### src/rtl/ac_coef_scheduler.sv
// AC coefficient scheduler: walks one slice frequency-major/block-minor, emits one
// run/level/sign codeword per nonzero AC coefficient, then a single flush request.
module ac_coef_scheduler #(
  parameter int COEF_W     = 16,
  parameter int MAX_BLOCKS = 8,
  parameter int ADDR_W     = 9,
  parameter int RUN_W      = 10
) (
  input  logic              clock,
  input  logic              reset_n,
  input  logic              start,
  input  logic [7:0]        blocks_per_slice,
  output logic              busy,
  output logic              done,
  output logic              coef_rd_en,
  output logic [ADDR_W-1:0] coef_addr,
  input  logic [COEF_W-1:0] coef_data,
  output logic              cw_valid,
  input  logic              cw_ready,
  output logic [RUN_W-1:0]  cw_run,
  output logic [COEF_W-1:0] cw_level,
  output logic              cw_sign,
  output logic              flush_valid,
  input  logic              flush_ready
);

  // state | meaning
  // IDLE  | waiting for start
  // READ  | coefficient read strobe for (blk, scan_idx)
  // CHECK | read data present; zero extends the run, nonzero latches a codeword
  // EMIT  | codeword held on cw_* until cw_ready
  // FLUSH | end-of-slice request held until flush_ready
  // DONE  | one-cycle completion pulse

  localparam int BLK_W = (MAX_BLOCKS > 1) ? $clog2(MAX_BLOCKS) : 1;
  localparam int N_W   = $clog2(MAX_BLOCKS + 1);

  typedef enum logic [2:0] {
    S_IDLE, S_READ, S_CHECK, S_EMIT, S_FLUSH, S_DONE
  } state_t;

  state_t state, state_nxt;

  logic [N_W-1:0]   n_blk;
  logic [N_W-1:0]   n_req;
  logic [BLK_W-1:0] blk;
  logic [5:0]       scan_idx;
  logic [RUN_W-1:0] run;
  logic             blk_wrap;
  logic             last_pos;
  logic             coef_zero;
  logic             advance;

  assign n_req     = (blocks_per_slice > 8'(MAX_BLOCKS)) ? N_W'(MAX_BLOCKS)
                                                         : N_W'(blocks_per_slice);
  assign blk_wrap  = (N_W'(blk) == n_blk - N_W'(1));
  assign last_pos  = blk_wrap && (scan_idx == 6'd63);
  assign coef_zero = (coef_data == '0);

  always_ff @(posedge clock or negedge reset_n) begin
    if (!reset_n) state <= S_IDLE;
    else          state <= state_nxt;
  end

  always_comb begin
    state_nxt   = state;
    advance     = 1'b0;
    busy        = (state != S_IDLE);
    done        = (state == S_DONE);
    coef_rd_en  = (state == S_READ);
    cw_valid    = (state == S_EMIT);
    flush_valid = (state == S_FLUSH);
    coef_addr   = '0;
    case (state)
      S_IDLE: begin
        if (start) state_nxt = (n_req == '0) ? S_FLUSH : S_READ;
      end
      S_READ: begin
        coef_addr = ADDR_W'({blk, scan_idx});
        state_nxt = S_CHECK;
      end
      S_CHECK: begin
        if (coef_zero) begin
          advance   = 1'b1;
          state_nxt = last_pos ? S_FLUSH : S_READ;
        end else begin
          state_nxt = S_EMIT;
        end
      end
      S_EMIT: begin
        if (cw_ready) begin
          advance   = 1'b1;
          state_nxt = last_pos ? S_FLUSH : S_READ;
        end
      end
      S_FLUSH: begin
        if (flush_ready) state_nxt = S_DONE;
      end
      S_DONE:  state_nxt = S_IDLE;
      default: state_nxt = S_IDLE;
    endcase
  end

  always_ff @(posedge clock or negedge reset_n) begin
    if (!reset_n) begin
      n_blk    <= '0;
      blk      <= '0;
      scan_idx <= '0;
      run      <= '0;
      cw_run   <= '0;
      cw_level <= '0;
      cw_sign  <= 1'b0;
    end else begin
      if (state == S_IDLE && start) begin
        n_blk    <= n_req;
        blk      <= '0;
        scan_idx <= 6'd1;
        run      <= '0;
      end
      // Two's complement negate keeps the most negative value exact as unsigned.
      if (state == S_CHECK && !coef_zero) begin
        cw_run   <= run;
        cw_sign  <= coef_data[COEF_W-1];
        cw_level <= coef_data[COEF_W-1] ? (~coef_data + COEF_W'(1)) : coef_data;
      end
      if (advance) begin
        if (blk_wrap) begin
          blk      <= '0;
          scan_idx <= scan_idx + 6'd1;
        end else begin
          blk <= blk + BLK_W'(1);
        end
        run <= (state == S_CHECK) ? run + RUN_W'(1) : '0;
      end
    end
  end

endmodule

### config.mk
export PLATFORM = sky130hd
export DESIGN_NAME = ac_coef_scheduler
export DESIGN_NICKNAME = d
export VERILOG_FILES = /design/src/rtl/ac_coef_scheduler.sv
export SDC_FILE = /design/constraint.sdc
export NUM_CORES = 1
export LEC_CHECK = 0
export CAP_MARGIN = 10
export CELL_PAD_IN_SITES_DETAIL_PLACEMENT = 1
export CELL_PAD_IN_SITES_GLOBAL_PLACEMENT = 1
export CORE_ASPECT_RATIO = 0.6
export CORE_MARGIN = 8
export CORE_UTILIZATION = 37
export CTS_CLUSTER_DIAMETER = 60
export CTS_CLUSTER_SIZE = 25
export DETAILED_ROUTE_END_ITERATION = 10
export HOLD_SLACK_MARGIN = 0.02
export PLACE_DENSITY = 0.84
export REMOVE_ABC_BUFFERS = 1
export SLEW_MARGIN = 30
export SYNTH_ARGS = -nofsm -noshare
export SYNTH_HDL_FRONTEND = slang
export SYNTH_SLANG_ARGS = --single-unit
### constraint.sdc
create_clock -name clock -period 2.75 [get_ports clock]
set_input_delay 0.4125 -clock clock [delete_from_list [all_inputs] [get_ports clock]]
set_output_delay 0.4125 -clock clock [all_outputs]
set_load 0.05 [all_outputs]
* Yosys cells after proc, flatten, opt, wreduce, memory -nomap -nowiden
Index checks and enable logic that the tools add are counted.
** Word-level totals
- Register bits :: 53
- Input bits :: 29
- Output and inout bits :: 41
- Word-level logic and storage cells :: 57
** Operators by class
- $add $sub $neg :: 5
- $lt $le $gt $ge :: 1
- Eq/ne operators :: 10
- Muxes and demuxes :: 22
- Bitwise operators :: 1
- Reductions and logical operators :: 10
** Operator list (number)
- two-way mux 10 bit :: 3
- two-way mux 3 bit :: 9
- two-way mux 6 bit :: 3
- adder 16 x 1 -> 16 bit, second input constant :: 1
- logical NOT 16 bit :: 1
- two-way mux 16 bit :: 1
- NOT 16 bit :: 1
- one-hot mux 3 bit (5 select lines) :: 1
- adder 10 x 1 -> 10 bit, second input constant :: 1
- two-way mux 9 bit :: 1
- > comparator 8 x 4 -> 1 bit, second input constant :: 1
- adder 6 x 1 -> 6 bit, second input constant :: 1
- == test 3 x 2 -> 1 bit, second input constant :: 2
- == test 3 bit, second input constant :: 2
- == test 6 bit, second input constant :: 1
- == test 3 x 4 -> 1 bit :: 1
- logical NOT 4 bit :: 1
- two-way mux 4 bit :: 1
- != test 2 x 1 -> 1 bit, second input constant :: 2
- subtractor 4 x 1 -> 4 bit, second input constant :: 1
- adder 3 x 1 -> 3 bit, second input constant :: 1
- == test 3 x 1 -> 1 bit, second input constant :: 1
- logical AND 1 bit :: 3
- logical NOT 3 bit :: 1
- other kinds (7) :: 8

* Depth between registers and ports, before layout
Gate-level depths: netlist (run 1).
- Depth after elaboration :: 6
- Mapped depth :: 9
- Mapped depth without buffers :: 7

* Worst setup path before layout (run 1)
Ideal clock, no wire load.
- Path type :: reg-to-output
- Start :: register state[0]
- End :: output coef_addr[0]
- Arrival :: 2677 ps
- Path slack :: -339 ps
- Cell stages (with the launch flop) :: 5
- Path buffers :: 1
- Cell sequence :: dfrtp_1 clkbuf_1 inv_1 nor3_1 and2_1
** Between the ends
- Cells in the longest elaborated chain, start to end :: 2
** Ends and longest elaborated chain
- start: declaration :: line 42 : state_t state, state_nxt;
- start signal: assignment :: line 62 : else state <= state_nxt;
- == test 3 x 1 -> 1 bit
- named net coef_rd_en :: line 15 : output logic coef_rd_en,
- two-way mux 9 bit :: line 74 : case (state)
- end: declaration :: line 16 : output logic [ADDR_W-1:0] coef_addr,
The timed path passes the listed nets, and every way through them passes these cells.

* Worst setup path in the final report (run 1)
- Start :: input coef_data[10]
- End :: register run[7]
** Between the ends
- Cells in the longest elaborated chain, start to end :: 4
** Ends and longest elaborated chain
- start: declaration :: line 17 : input logic [COEF_W-1:0] coef_data,
- logical NOT 16 bit (*) :: line 58 : assign coef_zero = (coef_data == '0);
- two-way mux 1 bit (*) :: line 83 : if (coef_zero) begin
- one-hot mux 1 bit (2 select lines) (*) :: line 74
- two-way mux 10 bit / nonzero test 2 bit (equally long branches)
- end signal: assignment :: line 133 : run <= (state == S_CHECK) ? run + RUN_W'(1) : '0;
- end: declaration :: line 48 : logic [RUN_W-1:0] run;
Mark *: on every way between the ends. The rest lies on a longest branch, timed or not.
A chain may end at the register's enable or synchronous reset.

==> flow_summary.html, run 1 <==
<table>
<tr><th>Metric</th><th>Value</th></tr>
<tr><th colspan="2">STA</th></tr>
<tr><td>Worst rel slew slack</td><td>0.581</td></tr>
<tr><td>Actual transition at the worst max-transition pin</td><td>0.627 ns</td></tr>
<tr><td>Number of slew-limit violations in the final report</td><td>0</td></tr>
<tr><td>Hold violation total from the final report</td><td>0</td></tr>
<tr><td>Post-Route Hold Slack</td><td>0.461 ns</td></tr>
<tr><td>Accumulated negative setup slack</td><td>0 ns</td></tr>
<tr><td>Period utilisation layout</td><td>0.988</td></tr>
<tr><td>Highest attainable clock frequency</td><td>368 MHz</td></tr>
<tr><td>Final critical-path required period</td><td>2.72 ns</td></tr>
<tr><td>Worst setup skew after layout</td><td>0.0115 ns</td></tr>
<tr><td>Final setup fails</td><td>0</td></tr>
<tr><th colspan="2">Detailed routing</th></tr>
<tr><td>Iteration-0 DRC Markers</td><td>159</td></tr>
<tr><td>Detailed-routing iteration count for the pre-antenna-repair pass</td><td>5</td></tr>
<tr><td>Aggregate routed wire length</td><td>9600 um</td></tr>
<tr><td>Via count</td><td>2725</td></tr>
<tr><td>Number of vias per cell after detailed routing</td><td>5.31</td></tr>
<tr><td>Remaining antenna violation count</td><td>0</td></tr>
<tr><td>Detailed-route wire length per cell</td><td>18.7 um</td></tr>
<tr><td>Remaining routing DRC violations</td><td>0</td></tr>
<tr><th colspan="2">GRT</th></tr>
<tr><td>Sum of overflow across all layers after global routing</td><td>0</td></tr>
<tr><td>Wire length of the first global-routing pass</td><td>14800 um</td></tr>
<tr><td>Aggregate global-route resource usage</td><td>0.173</td></tr>
<tr><td>Initial antenna violation count</td><td>0</td></tr>
<tr><td>Maximum number of pins on one net before global-route repair</td><td>49</td></tr>
<tr><td>Number of global-route vias before repair</td><td>2819</td></tr>
<tr><th colspan="2">Worst setup path</th></tr>
<tr><td>Kind of end point of the critical path</td><td>flip-flop</td></tr>
<tr><td>Setup slack of the worst register-to-register path</td><td>0.48 ns</td></tr>
<tr><td>Data arrival, critical path</td><td>2.90 ns</td></tr>
<tr><td>Worst Setup Path Type</td><td>input port to flip-flop</td></tr>
<tr><td>Critical-path top delay cell</td><td>or4_4</td></tr>
<tr><td>Required time worst endpoint</td><td>2.93 ns</td></tr>
<tr><td>CP startpoint kind</td><td>input port</td></tr>
<tr><td>Chain of cells forming the critical path</td><td>clkdlybuf4s50_1, or4_4, or4_4, o21a_4, buf_4, buf_4, a22oi_2, o2bb2ai_1</td></tr>
<tr><td>Worst-path maximum fanout</td><td>9</td></tr>
<tr><td>Worst stage delay on the critical path</td><td>0.59 ns</td></tr>
<tr><th colspan="2">Final layout</th></tr>
<tr><td>Area delta synth-&gt;final</td><td>42.5%</td></tr>
<tr><td>Final #Nets</td><td>438</td></tr>
<tr><td>Antenna fix cells</td><td>0</td></tr>
<tr><td>Share of layout cells above drive strength 1</td><td>0.183</td></tr>
<tr><td>Number of fill cells in the layout</td><td>900</td></tr>
<tr><th colspan="2">Pwr</th></tr>
<tr><td>Max IR drop VDD</td><td>0.000297 V</td></tr>
<tr><td>Power density over the cells</td><td>904 nW/um^2</td></tr>
<tr><td>Cell leakage power</td><td>1.79 nW</td></tr>
<tr><th colspan="2">Floorplanning</th></tr>
<tr><td>Floorplan core area</td><td>7690 um^2</td></tr>
<tr><td>Die Span X</td><td>130 um</td></tr>
<tr><td>Ports</td><td>70</td></tr>
<tr><td>Row Count</td><td>25</td></tr>
<tr><td>Starting density of the core</td><td>0.373</td></tr>
<tr><td>Overall die area</td><td>10900 um^2</td></tr>
<tr><td>Die Height</td><td>84.2 um</td></tr>
<tr><th colspan="2">Synth</th></tr>
<tr><td>Flop and latch count out of synthesis</td><td>53</td></tr>
<tr><td>Distinct cell type count of the synthesized netlist</td><td>49</td></tr>
<tr><td>Area share of the largest cell type after synthesis</td><td>0.463</td></tr>
<tr><td>Commonest cells in the netlist</td><td>dfrtp_1 (53), nand2_1 (46), o21ai_0 (33)</td></tr>
<tr><td>Number of warnings issued by yosys</td><td>0</td></tr>
<tr><td>Top cells by area, synth</td><td>dfrtp_1 (46%), nand2_1 (6.0%), o21ai_0 (5.8%)</td></tr>
<tr><td>Netlist area before placement</td><td>2870 um^2</td></tr>
<tr><td>Post-synth EDFFs</td><td>0</td></tr>
<tr><td>Most repeated cell in the gate-level netlist after synthesis</td><td>dfrtp_1</td></tr>
<tr><td>Post-synth ARST share</td><td>1.00</td></tr>
<tr><td>Primary flip-flop cell chosen by synthesis mapping</td><td>dfrtp_1</td></tr>
<tr><td>Share of synthesized area occupied by flip-flops and latches</td><td>0.463</td></tr>
<tr><td>Post-Synthesis Cells</td><td>310</td></tr>
<tr><td>Post-Syn Area per Cell</td><td>9.25 um^2</td></tr>
<tr><td>Synth area leader</td><td>dfrtp_1</td></tr>
<tr><th colspan="2">Clocking</th></tr>
<tr><td>TritonCTS clock tree</td><td>done</td></tr>
<tr><td>Worst skew pair latency</td><td>0.31 ns</td></tr>
<tr><td>Clock root buffer</td><td>clkbuf_16</td></tr>
<tr><td>Deepest level of the CTS H-tree</td><td>2</td></tr>
<tr><td>CTS sink count</td><td>53</td></tr>
<tr><td>Deepest clock path buffer count</td><td>2</td></tr>
<tr><td>Clock transition at path regs</td><td>0.08 ns</td></tr>
<tr><td>Clock buffers created by TritonCTS</td><td>5</td></tr>
<tr><th colspan="2">Min path</th></tr>
<tr><td>Type of the most critical hold path</td><td>input port to async pin</td></tr>
<tr><th colspan="2">Placed design</th></tr>
<tr><td>Number of I/O port buffers</td><td>69</td></tr>
<tr><td>Post-detail-place hpwl</td><td>6960 um</td></tr>
<tr><td>Global placer's final weighted congestion</td><td>0.845</td></tr>
<tr><th colspan="2">Job</th></tr>
<tr><td>MaxCap Viol Count</td><td>0</td></tr>
<tr><th colspan="2">Outcome</th></tr>
<tr><td>Result of the run</td><td>finished, final reports clean</td></tr>
</table>
-- logic make-up after synthesis --
family | synth area share
and+or+nand+nor | 0.220
AOI/OAI and AO/OA | 0.152
DFF | 0.463
buffers and inverters | 0.0397
xor gates and xnor gates | 0.0489
muxes | 0.0550
adders and majority gates | 0.0218
-- cell type report --
type	count	area (um^2)	area share
Tap cell	108	135	0.0331
Sequential cell	53	1330	0.325
Timing Repair Buffer	102	945	0.231
Clock buffer	6	129	0.0316
Multi-Input combinational cell	229	1460	0.358
Clock inverter	2	38.8	0.00950
Inverter	13	48.8	0.0119
-- what timing repair did --
| action | 4_1_cts | 5_1_grt |
|---|---|---|
| pin swaps | 4 | 4 |
| endpoints found under the setup margin | 13 | 28 |
| setup buffers | 2 | 1 |
| hold buffers | 1 | 0 |
| resized for setup | 8 | 5 |
| endpoints found under the hold margin | 5 | 0 |
| gates cloned | 0 | 1 |
-- worst max-delay path: cells and delay by family --
family                 cells  cell delay [ns]
and+or+nand+nor            2             1.18
buffers and inverters      3             0.73
AOI/OAI and AO/OA          3             0.57
-- flip-flops by register name, summed over array words and instances, names as in the netlist --
register  flops
blk           3
cw_sign       1
n_blk         4
state         3
cw_run       10
scan_idx      6
cw_level     16
run          10
-- placed cells by master (no fill, tap or decap), types with 3 or more instances in the layout --
cell type and n:
clkdlybuf4s50_1 59, dfrtp_1 53, nand2_1 46, buf_4 35, o21ai_0 31, nor2_1 16, xor2_1 13, inv_1 12
nor3_1 12, nand3_1 11, and2_1 9, mux2i_1 9, o31ai_1 8, mux2_2 6, a21oi_1 6, or2_2 5
and3_1 5, clkbuf_16 5, ha_1 4, or4_4 3, xnor2_1 3, nor2b_1 3, a21oi_2 3
-- worst paths after layout --
kind / from / end / cells past startpoint
setup reg to reg: state[2] / run[7] / 7
max in group asynchronous: reset_n / cw_level[13] / 3
min in group clock: cw_level[3] / cw_level[3] / 2
hold reg to reg: cw_level[3] / cw_level[3] / 2
hold / removal: reset_n / cw_run[4] / 2
setup / recovery: coef_data[10] / run[7] / 8
-- routing by layer --
layer	up-vias	part of all wire	track usage
li1	1279	-	-
met1	1370	0.44	0.216
met2	63	0.50	0.291
met3	13	0.049	0.0348
met4	0	0.018	0.0597
met5	-	0	0
-- where the power goes --
part           total, mW  internal [mW]  switching (mW)
combinational       1.86          0.666            1.19
clock              0.744          0.433           0.311
sequential          1.09          0.958           0.136
total               3.69           2.06            1.64
-- stage by stage --
stage,setup slack [ns],cells,util,power (mW),instance area (um^2)
2_1_floorplan,-1.92,295,-,2.20,2800
3_3_place_gp,-0.340,500,0.499,2.87,3840
3_5_place_dp,-0.456,500,0.499,2.94,3840
4_1_cts,0.0192,511,0.526,3.69,4050
5_1_grt,-0.0419,513,0.531,3.87,4080
6_report,0.0324,513,0.531,3.69,4080
Power figures use the tool's default switching activity.
==> inputs of run 2 (changes only) <==
--- a/config.mk
+++ b/config.mk
@@ -5,7 +5,7 @@
 export SDC_FILE = /design/constraint.sdc
 export NUM_CORES = 1
 export LEC_CHECK = 0
-export CAP_MARGIN = 10
+export CAP_MARGIN = 20
 export CELL_PAD_IN_SITES_DETAIL_PLACEMENT = 1
 export CELL_PAD_IN_SITES_GLOBAL_PLACEMENT = 1
 export CORE_ASPECT_RATIO = 0.6
==> results of run 2 <==
No change in the layout: final DEF, timing and power equal those of run 1.
==> inputs of run 3 (changes only) <==
--- a/config.mk
+++ b/config.mk
@@ -17,7 +17,7 @@
 export HOLD_SLACK_MARGIN = 0.02
 export PLACE_DENSITY = 0.84
 export REMOVE_ABC_BUFFERS = 1
-export SLEW_MARGIN = 30
+export SLEW_MARGIN = 20
 export SYNTH_ARGS = -nofsm -noshare
 export SYNTH_HDL_FRONTEND = slang
 export SYNTH_SLANG_ARGS = --single-unit
==> results of run 3 <==
No change in the layout: final DEF, timing and power equal those of run 1.
